--- config.mk ---
export PLATFORM = sky130hd
export DESIGN_NAME = kernel_cfg_ctrl
export DESIGN_NICKNAME = d
export VERILOG_FILES = /design/src/rtl/kernel_ctrl_pkg.sv /design/src/rtl/kc_timeout_timer.sv /design/src/rtl/kernel_cfg_ctrl.sv
export SDC_FILE = /design/constraint.sdc
export NUM_CORES = 1
export LEC_CHECK = 0
export CORE_ASPECT_RATIO = 1.25
export CORE_UTILIZATION = 33
export CTS_CLUSTER_SIZE = 30
export DETAILED_ROUTE_END_ITERATION = 12
export PLACE_DENSITY = 0.72
export SYNTH_ARGS = -nofsm -noshare
export SYNTH_HDL_FRONTEND = slang
export SYNTH_HIERARCHICAL = 1
export SYNTH_SLANG_ARGS = --single-unit
--- constraint.sdc ---
create_clock -name clk -period 3 [get_ports clk]
set_clock_uncertainty 0.15 [all_clocks]
set_input_delay 0.3 -clock clk [delete_from_list [all_inputs] [get_ports clk]]
set_output_delay 0.3 -clock clk [all_outputs]
set_load 0.05 [all_outputs]
--- src/rtl/kernel_ctrl_pkg.sv ---
// Shared types for the Gaussian kernel configuration sequencer.
// FSM states, error codes and kernel size limits.
package kernel_ctrl_pkg;

  typedef enum logic [2:0] {
    KC_IDLE,
    KC_VALIDATE,
    KC_DRAIN,
    KC_START,
    KC_GEN
  } kc_state_t;

  typedef enum logic [1:0] {
    KC_OK,
    KC_BAD_SIZE,
    KC_BAD_SIGMA,
    KC_TIMEOUT
  } kc_err_t;

  localparam int MIN_KERNEL = 3;

endpackage

--- src/rtl/kc_timeout_timer.sv ---
// Clear/enable cycle counter flagging the last cycle of the
// generator time budget.
module kc_timeout_timer #(
  parameter int TIMEOUT_CYCLES = 128
) (
  input  logic clk,
  input  logic n_rst,
  input  logic clear,
  input  logic en,
  output logic expired
);

  localparam int TW = $clog2(TIMEOUT_CYCLES) + 1;

  logic [TW-1:0] cnt_q, cnt_d;

  assign expired = (cnt_q == TW'(TIMEOUT_CYCLES - 1));

  // saturates once expired so a stalled FSM cannot wrap it
  always_comb begin
    cnt_d = cnt_q;
    if (clear) begin
      cnt_d = '0;
    end else if (en && !expired) begin
      cnt_d = cnt_q + 1'b1;
    end
  end

  always_ff @(posedge clk or negedge n_rst) begin
    if (!n_rst) begin
      cnt_q <= '0;
    end else begin
      cnt_q <= cnt_d;
    end
  end

endmodule

--- src/rtl/kernel_cfg_ctrl.sv ---
// Validates kernel (sigma, size) requests, sequences the generator
// around the convolution engine and publishes the kernel sum.
module kernel_cfg_ctrl
  import kernel_ctrl_pkg::*;
#(
  parameter int MAX_KERNAL     = 7,
  parameter int TIMEOUT_CYCLES = 128
) (
  input  logic                          clk,
  input  logic                          n_rst,
  input  logic                          cfg_valid,
  output logic                          cfg_ready,
  input  logic [2:0]                    cfg_sigma,
  input  logic [$clog2(MAX_KERNAL)-1:0] cfg_size,
  output logic                          cfg_done,
  output logic                          cfg_err,
  output logic [1:0]                    cfg_err_code,
  input  logic                          conv_busy,
  output logic                          gen_start,
  output logic [2:0]                    gen_sigma,
  output logic [$clog2(MAX_KERNAL)-1:0] gen_size,
  input  logic                          gen_done,
  input  logic [31:0]                   gen_sum,
  output logic                          kernel_valid,
  output logic [31:0]                   kernel_sum
);

  localparam int SW = $clog2(MAX_KERNAL);

  kc_state_t       state_q, state_d;
  kc_err_t         code_q, code_d;
  logic [2:0]      req_sig_q, req_sig_d;
  logic [SW-1:0]   req_sz_q, req_sz_d;
  logic [2:0]      gsig_q, gsig_d;
  logic [SW-1:0]   gsz_q, gsz_d;
  logic [31:0]     ksum_q, ksum_d;
  logic            kv_q, kv_d;
  logic            rdy_q, rdy_d;
  logic            done_q, done_d;
  logic            err_q, err_d;
  logic            start_q, start_d;
  logic            tmr_clr, tmr_en, tmr_exp;
  logic            size_bad, same_req;

  kc_timeout_timer #(
    .TIMEOUT_CYCLES(TIMEOUT_CYCLES)
  ) u_timer (
    .clk    (clk),
    .n_rst  (n_rst),
    .clear  (tmr_clr),
    .en     (tmr_en),
    .expired(tmr_exp)
  );

  assign size_bad = !req_sz_q[0]
                 || (32'(req_sz_q) < MIN_KERNEL)
                 || (32'(req_sz_q) > MAX_KERNAL);
  assign same_req = (req_sig_q == gsig_q)
                 && (req_sz_q == gsz_q);

  always_comb begin
    state_d   = state_q;
    code_d    = code_q;
    req_sig_d = req_sig_q;
    req_sz_d  = req_sz_q;
    gsig_d    = gsig_q;
    gsz_d     = gsz_q;
    ksum_d    = ksum_q;
    kv_d      = kv_q;
    done_d    = 1'b0;
    err_d     = 1'b0;
    start_d   = 1'b0;
    tmr_clr   = 1'b0;
    tmr_en    = 1'b0;
    unique case (state_q)
      KC_IDLE: begin
        if (cfg_valid && rdy_q) begin
          req_sig_d = cfg_sigma;
          req_sz_d  = cfg_size;
          code_d    = KC_OK;
          state_d   = KC_VALIDATE;
        end
      end
      KC_VALIDATE: begin
        state_d = KC_IDLE;
        if (size_bad) begin
          err_d  = 1'b1;
          code_d = KC_BAD_SIZE;
        end else if (req_sig_q == 3'd0) begin
          err_d  = 1'b1;
          code_d = KC_BAD_SIGMA;
        end else if (kv_q && same_req) begin
          done_d = 1'b1;
        end else begin
          kv_d    = 1'b0;
          state_d = KC_DRAIN;
        end
      end
      KC_DRAIN: begin
        gsig_d = req_sig_q;
        gsz_d  = req_sz_q;
        if (!conv_busy) state_d = KC_START;
      end
      KC_START: begin
        start_d = 1'b1;
        tmr_clr = 1'b1;
        state_d = KC_GEN;
      end
      KC_GEN: begin
        tmr_en = 1'b1;
        // a completion on the final budget cycle still counts
        if (gen_done) begin
          ksum_d  = gen_sum;
          kv_d    = 1'b1;
          done_d  = 1'b1;
          state_d = KC_IDLE;
        end else if (tmr_exp) begin
          err_d   = 1'b1;
          code_d  = KC_TIMEOUT;
          state_d = KC_IDLE;
        end
      end
      default: state_d = KC_IDLE;
    endcase
    rdy_d = (state_d == KC_IDLE);
  end

  always_ff @(posedge clk or negedge n_rst) begin
    if (!n_rst) begin
      state_q   <= KC_IDLE;
      code_q    <= KC_OK;
      req_sig_q <= '0;
      req_sz_q  <= '0;
      gsig_q    <= '0;
      gsz_q     <= '0;
      ksum_q    <= '0;
      kv_q      <= 1'b0;
      rdy_q     <= 1'b1;
      done_q    <= 1'b0;
      err_q     <= 1'b0;
      start_q   <= 1'b0;
    end else begin
      state_q   <= state_d;
      code_q    <= code_d;
      req_sig_q <= req_sig_d;
      req_sz_q  <= req_sz_d;
      gsig_q    <= gsig_d;
      gsz_q     <= gsz_d;
      ksum_q    <= ksum_d;
      kv_q      <= kv_d;
      rdy_q     <= rdy_d;
      done_q    <= done_d;
      err_q     <= err_d;
      start_q   <= start_d;
    end
  end

  assign cfg_ready    = rdy_q;
  assign cfg_done     = done_q;
  assign cfg_err      = err_q;
  assign cfg_err_code = code_q;
  assign gen_start    = start_q;
  assign gen_sigma    = gsig_q;
  assign gen_size     = gsz_q;
  assign kernel_valid = kv_q;
  assign kernel_sum   = ksum_q;

endmodule
Word-level counts from Yosys, hierarchy flattened
Cells that the tools add are included.
{"block": "op_classes", "n_shift": 0, "n_mux": 33, "div": 0, "n_mul": 0, "n_lt_le_gt_ge": 1, "n_addsub": 1, "reduce_logical": 17, "n_eq_ne": 15, "bitwise": 0}
{"op": "2-bit two-way mux", "count": 8}
{"op": "8-bit two-way mux", "count": 2}
{"op": "3-bit one-hot mux with 5 select lines", "count": 1}
{"op": "1-bit two-way mux", "count": 14}
{"op": "3-bit two-way mux", "count": 4}
{"op": "2-bit != test, second input constant", "count": 6}
{"op": "5-bit AND reduction", "count": 2}
{"op": "3-bit zero test", "count": 3}
{"op": "8-bit by 1-bit adder with 8-bit output, second input constant", "count": 1}
{"op": "8-bit by 7-bit == test with 1-bit output, second input constant", "count": 1}
{"op": "3-bit by 2-bit == test with 1-bit output, second input constant", "count": 2}
{"op": "3-bit == test", "count": 2}
{"op": "1-bit one-hot mux with 2 select lines", "count": 3}
{"op": "2-bit one-hot mux with 3 select lines", "count": 1}
{"op": "1-bit logical AND", "count": 4}
{"op": "2-bit AND reduction", "count": 2}
{"op": "2-bit nonzero test", "count": 2}
{"op": "3-bit by 1-bit == test with 1-bit output, second input constant", "count": 1}
{"op": "3-bit == test, second input constant", "count": 1}
{"op": "3-bit by 2-bit < comparator with 1-bit output, second input constant", "count": 1}
{"op": "3-bit != test, second input constant", "count": 1}
{"op": "3-bit nonzero test", "count": 1}
{"op": "1-bit zero test", "count": 2}
{"op": "2-bit by 1-bit != test with 1-bit output, second input constant", "count": 1}
{"op": "1-bit logical OR", "count": 1}
{"block": "word_totals", "reg_bits": 62, "mem_count": 0, "inputBits": 43, "latch_bits": 0, "romBits": 0, "wordCells": 80, "mem_bits_rw": 0, "output_inout_bits": 45}

Longest topological paths before layout
{"block": "depth", "depth_word": 8, "mapped_depth": 7, "depth_no_buf": 7}

Cells and area by module
The synthesis kept the hierarchy.
{"module": "kernel_cfg_ctrl", "area_each_um2": 2149.6, "instances": 1, "cells_per_inst": 142, "seq_area_each_um2": 1352.5}
{"module": "kc_timeout_timer", "area_each_um2": 459.2, "instances": 1, "cells_per_inst": 46, "seq_area_each_um2": 200.2}

Least setup slack after synthesis
Ideal clock, no wire load.
{"block": "synth_timing", "path_type": "register -> register", "startpoint": "reg state_q[2]", "endpoint": "reg rdy_q (netlist: cfg_ready)", "arrival_ns": 1.529, "stages_incl_launch_ff": 5, "slack_ns": 1.242, "cell_sequence": "dfrtp_1 or3b_4 or3_1 o21bai_4 and4b_1"}
{"block": "synth_via", "elab_chain_cells": 4, "elab_cells_between_ends": 11, "cone_classes": "eq/ne: 4; mux: 5; reduce/logical: 2"}
{"element": "from (decl)", "line_no": "kernel_cfg_ctrl.sv:30", "text": "kc_state_t state_q, state_d;"}
{"element": "from (signal assigned)", "line_no": "kernel_cfg_ctrl.sv:143", "text": "state_q <= state_d;"}
{"element": "3-bit two-way mux", "line_no": "kernel_cfg_ctrl.sv:117", "text": "end else if (tmr_exp) begin"}
{"element": "3-bit two-way mux", "line_no": "kernel_cfg_ctrl.sv:112", "text": "if (gen_done) begin"}
{"element": "3-bit one-hot mux with 5 select lines (*)", "line_no": "kernel_cfg_ctrl.sv:75", "text": "unique case (state_q)"}
{"element": "3-bit zero test (*)", "line_no": "kernel_cfg_ctrl.sv:125", "text": "rdy_d = (state_d == KC_IDLE);"}
{"element": "via rdy_d", "line_no": "kernel_cfg_ctrl.sv:38", "text": "logic rdy_q, rdy_d;"}
{"element": "to (signal assigned)", "line_no": "kernel_cfg_ctrl.sv:151", "text": "rdy_q <= rdy_d;"}
{"element": "to (decl)", "line_no": "kernel_cfg_ctrl.sv:38"}
The timed path passes the listed nets; every way through them passes the cells marked *.
A chain may end at the register's enable or synchronous reset.

Final worst setup path
{"block": "layout_timing", "startpoint": "reg rdy_q (netlist: cfg_ready)", "endpoint": "out cfg_ready"}
{"element": "to (decl)", "line_no": "kernel_cfg_ctrl.sv:12", "text": "output logic cfg_ready,"}
No word-level cell between the ends.

==> out/results.tsv <==
stage	metric	value	unit
sta	fmaxAchievable	473	MHz
routing	drt-wirelength-per-cell	14.5	um
finish	nets	329	
sta	tns	0	ns
floorplanning	die_area	8270	um^2
routing	postRouteAntennaNets	0	
routing	dr.pass1.iters	4	
logic_synthesis	avgSynthCellArea	13.9	um^2
min_path	hold_class	reg2reg	
routing	drtIter0Drc	46	
clock_tree	holdBufCountCts	1	
clock_tree	cts_tree	built	
global_routing	grt_pass1_vias	1965	
logic_synthesis	syn_area	2610	um^2
routing	routed_wl	5530	um
finish	instances_no_fill	382	
finish	drive_gt1_share	24.8	%
worst_setup_path	worstSetupPathType	reg2out	
clock_tree	cts_root_buf	clkbuf_8	
clock_tree	clk_pin_slew_worst_paths	0.06	ns
clock_tree	cts-htree-levels	3	
power	p_leak	1.64	nW
global_routing	grt_use_total	15.3	%
floorplanning	die_w	81.5	um
routing	num_vias	1844	
placed_design	hpwl	3940	um
power	p_total	4.43	mW
routing	drcViolationCount	0	
sta	hold_ws	0.353	ns
sta	rsz0062_at_grt	false	
clock_tree	cts.sinks	62	
placed_design	gp_congestion	0.750	
floorplanning	io_pins	88	
power	power.density	1170	nW/um^2
worst_setup_path	cp_cell_sequence	clkdlybuf4s50_1	
clock_tree	post-cts-setup-buffers	0	
global_routing	grt_max_degree	36	
clock_tree	cts_resized	0	
placed_design	pre_cts_ws	0.924	ns
finish	fin_area	3800	um^2
logic_synthesis	synth_fp_nets	232	
worst_setup_path	cp.required	2.55	ns
global_routing	grt_pass1_wl	9310	um
logic_synthesis	synth_cell_types	40	
finish	fillers	688	
worst_setup_path	critical_path_buf_inv_count	1	
logic_synthesis	synth_seq_area_share	59.5	%
floorplanning	num_rows	35	
logic_synthesis	yosysWarnings	6	
logic_synthesis	syn_inst	188	
clock_tree	clockBufferDepth	2	
finish	antennaDiodeCount	0	
global_routing	antenna_found_initial	0	
worst_setup_path	endpoint_kind	primary output	
placed_design	placed_cell_area	3590	um^2
placed_design	port_buffers	87	
sta	drv_slew	0	
power	peakVddDrop	0.544	mV
floorplanning	die_y	101	um
sta	setup_viol	0	
sta	fin_ws	0.887	ns
clock_tree	cts_buffers	9	
job	cap_violations	0	
worst_setup_path	max_stage_delay	0.82	ns
sta	worstMarginPinSlew	0.770	ns
sta	hold_viol_final	0	
routing	vias_per_cell	4.83	
worst_setup_path	crit_arrival	1.66	ns
clock_tree	insertion_delay	0.33	ns
status	outcome	completed	
logic_synthesis	ys_seq_elements	62	
sta	fin_crit_sh	70.4	%
worst_setup_path	cp_max_fo	2	
floorplanning	fp.coreArea	7530	um^2
sta	slew_headroom	48.7	%
worst_setup_path	critPathLaunchType	flip-flop	
global_routing	gr-total-overflow	0	
worst_setup_path	cp_slowest_cell	clkdlybuf4s50_1	
floorplanning	initial_utilization	34.6	%
finish	area_delta_synth_final	45.7	%
finish	fin_util	50.5	%
placed_design	dp.cells	365	
worst_setup_path	critPathTopFamily	buffers and inverters	
sta	period_needed	2.11	ns
logic make-up after synthesis:
group	Yosys count	share of synthesized area (%)
AOI/OAI and AO/OA	22	6.19
xor gates and xnor gates	6	2.01
adders and majority gates	1	0.480
buffers and inverters	10	1.58
DFF	62	59.5
muxes	49	21.2
and+or+nand+nor	38	8.97
synth_stat cells, drive strengths merged:
cell type | instances | share of area [%]
nor2 | 4 | 0.67
or3b | 2 | 0.77
nand2 | 8 | 1.2
inv | 5 | 0.72
o2111a | 1 | 0.43
o311a | 1 | 0.38
ha | 1 | 0.48
o21bai | 3 | 1.3
dfrtp | 61 | 59
a21bo | 1 | 0.38
or3 | 1 | 0.24
or2 | 1 | 0.24
and4 | 2 | 0.67
o31a | 1 | 0.34
and4b | 1 | 0.38
a41o | 1 | 0.38
buf | 3 | 0.58
nand3 | 1 | 0.19
o21a | 2 | 0.58
nor3 | 6 | 1.2
and3b | 3 | 1.1
nand4 | 3 | 0.96
mux2i | 1 | 0.38
nor2b | 3 | 0.72
dfstp | 1 | 1.0
o21ai | 6 | 1.2
clkbuf | 2 | 0.29
a21oi | 5 | 0.96
or4 | 1 | 0.29
and3 | 2 | 0.48
mux2 | 48 | 21
o31ai | 1 | 0.29
xnor2 | 6 | 2.0
worst paths after layout:
path	startpoint	end	slack, ns	cells after the start
worst max-delay path	cfg_ready	cfg_ready	0.89	1
worst min-delay path	kernel_sum[19]	kernel_sum[19]	0.35	1
worst max register to register	state_q[0]	u_timer/cnt_q[3]	1.00	6
worst min register to register	kernel_sum[19]	kernel_sum[19]	0.35	1
max in group asynchronous	n_rst	kernel_sum[14]	1.54	3
min in group asynchronous	n_rst	kernel_sum[0]	0.42	2
layout by cell type, fill, tap and decap left out, types with 3 or more instances in the layout:
master,count
clkdlybuf4s50_1,86
dfrtp_1,61
buf_4,3
nand2_1,8
mux2_2,46
nor3_1,6
xnor2_1,6
clkbuf_8,11
o21ai_0,6
nor2b_1,3
inv_1,5
clkbuf_1,4
nor2_1,3
a21oi_1,5
metal layers:
layer	vias up	GRT usage [%]	routed length (um)
li1	867	-	-
met1	926	17.7	2330
met2	43	25.4	2850
met3	8	4.50	243
met4	0	7.42	109
met5	-	0	0
where the power goes:
group	total, mW	switching, mW	internal (mW)
combinational	2.29	1.37	0.917
sequential	1.41	0.225	1.19
clock	0.728	0.297	0.431
area by class of cell:
class	count	area, um^2	share of cell area (%)
sequential	62	1550	40.8
clock buffer	15	166	4.38
multi-input combinational	116	1020	26.8
clock inverter	1	30.0	0.790
inverter	5	18.8	0.494
timing repair buffer	91	898	23.6
tap	92	115	3.03
registers in the layout (all words and copies together), names as in the netlist:
register       cells
req_sig_q          3
cfg_err            1
state_q            3
gen_sigma          3
cfg_err_code       2
req_sz_q           3
kernel_sum        32
kernel_valid       1
u_timer/cnt_q      8
gen_start          1
cfg_ready          1
gen_size           3
cfg_done           1
Power figures use the tool's default switching activity.
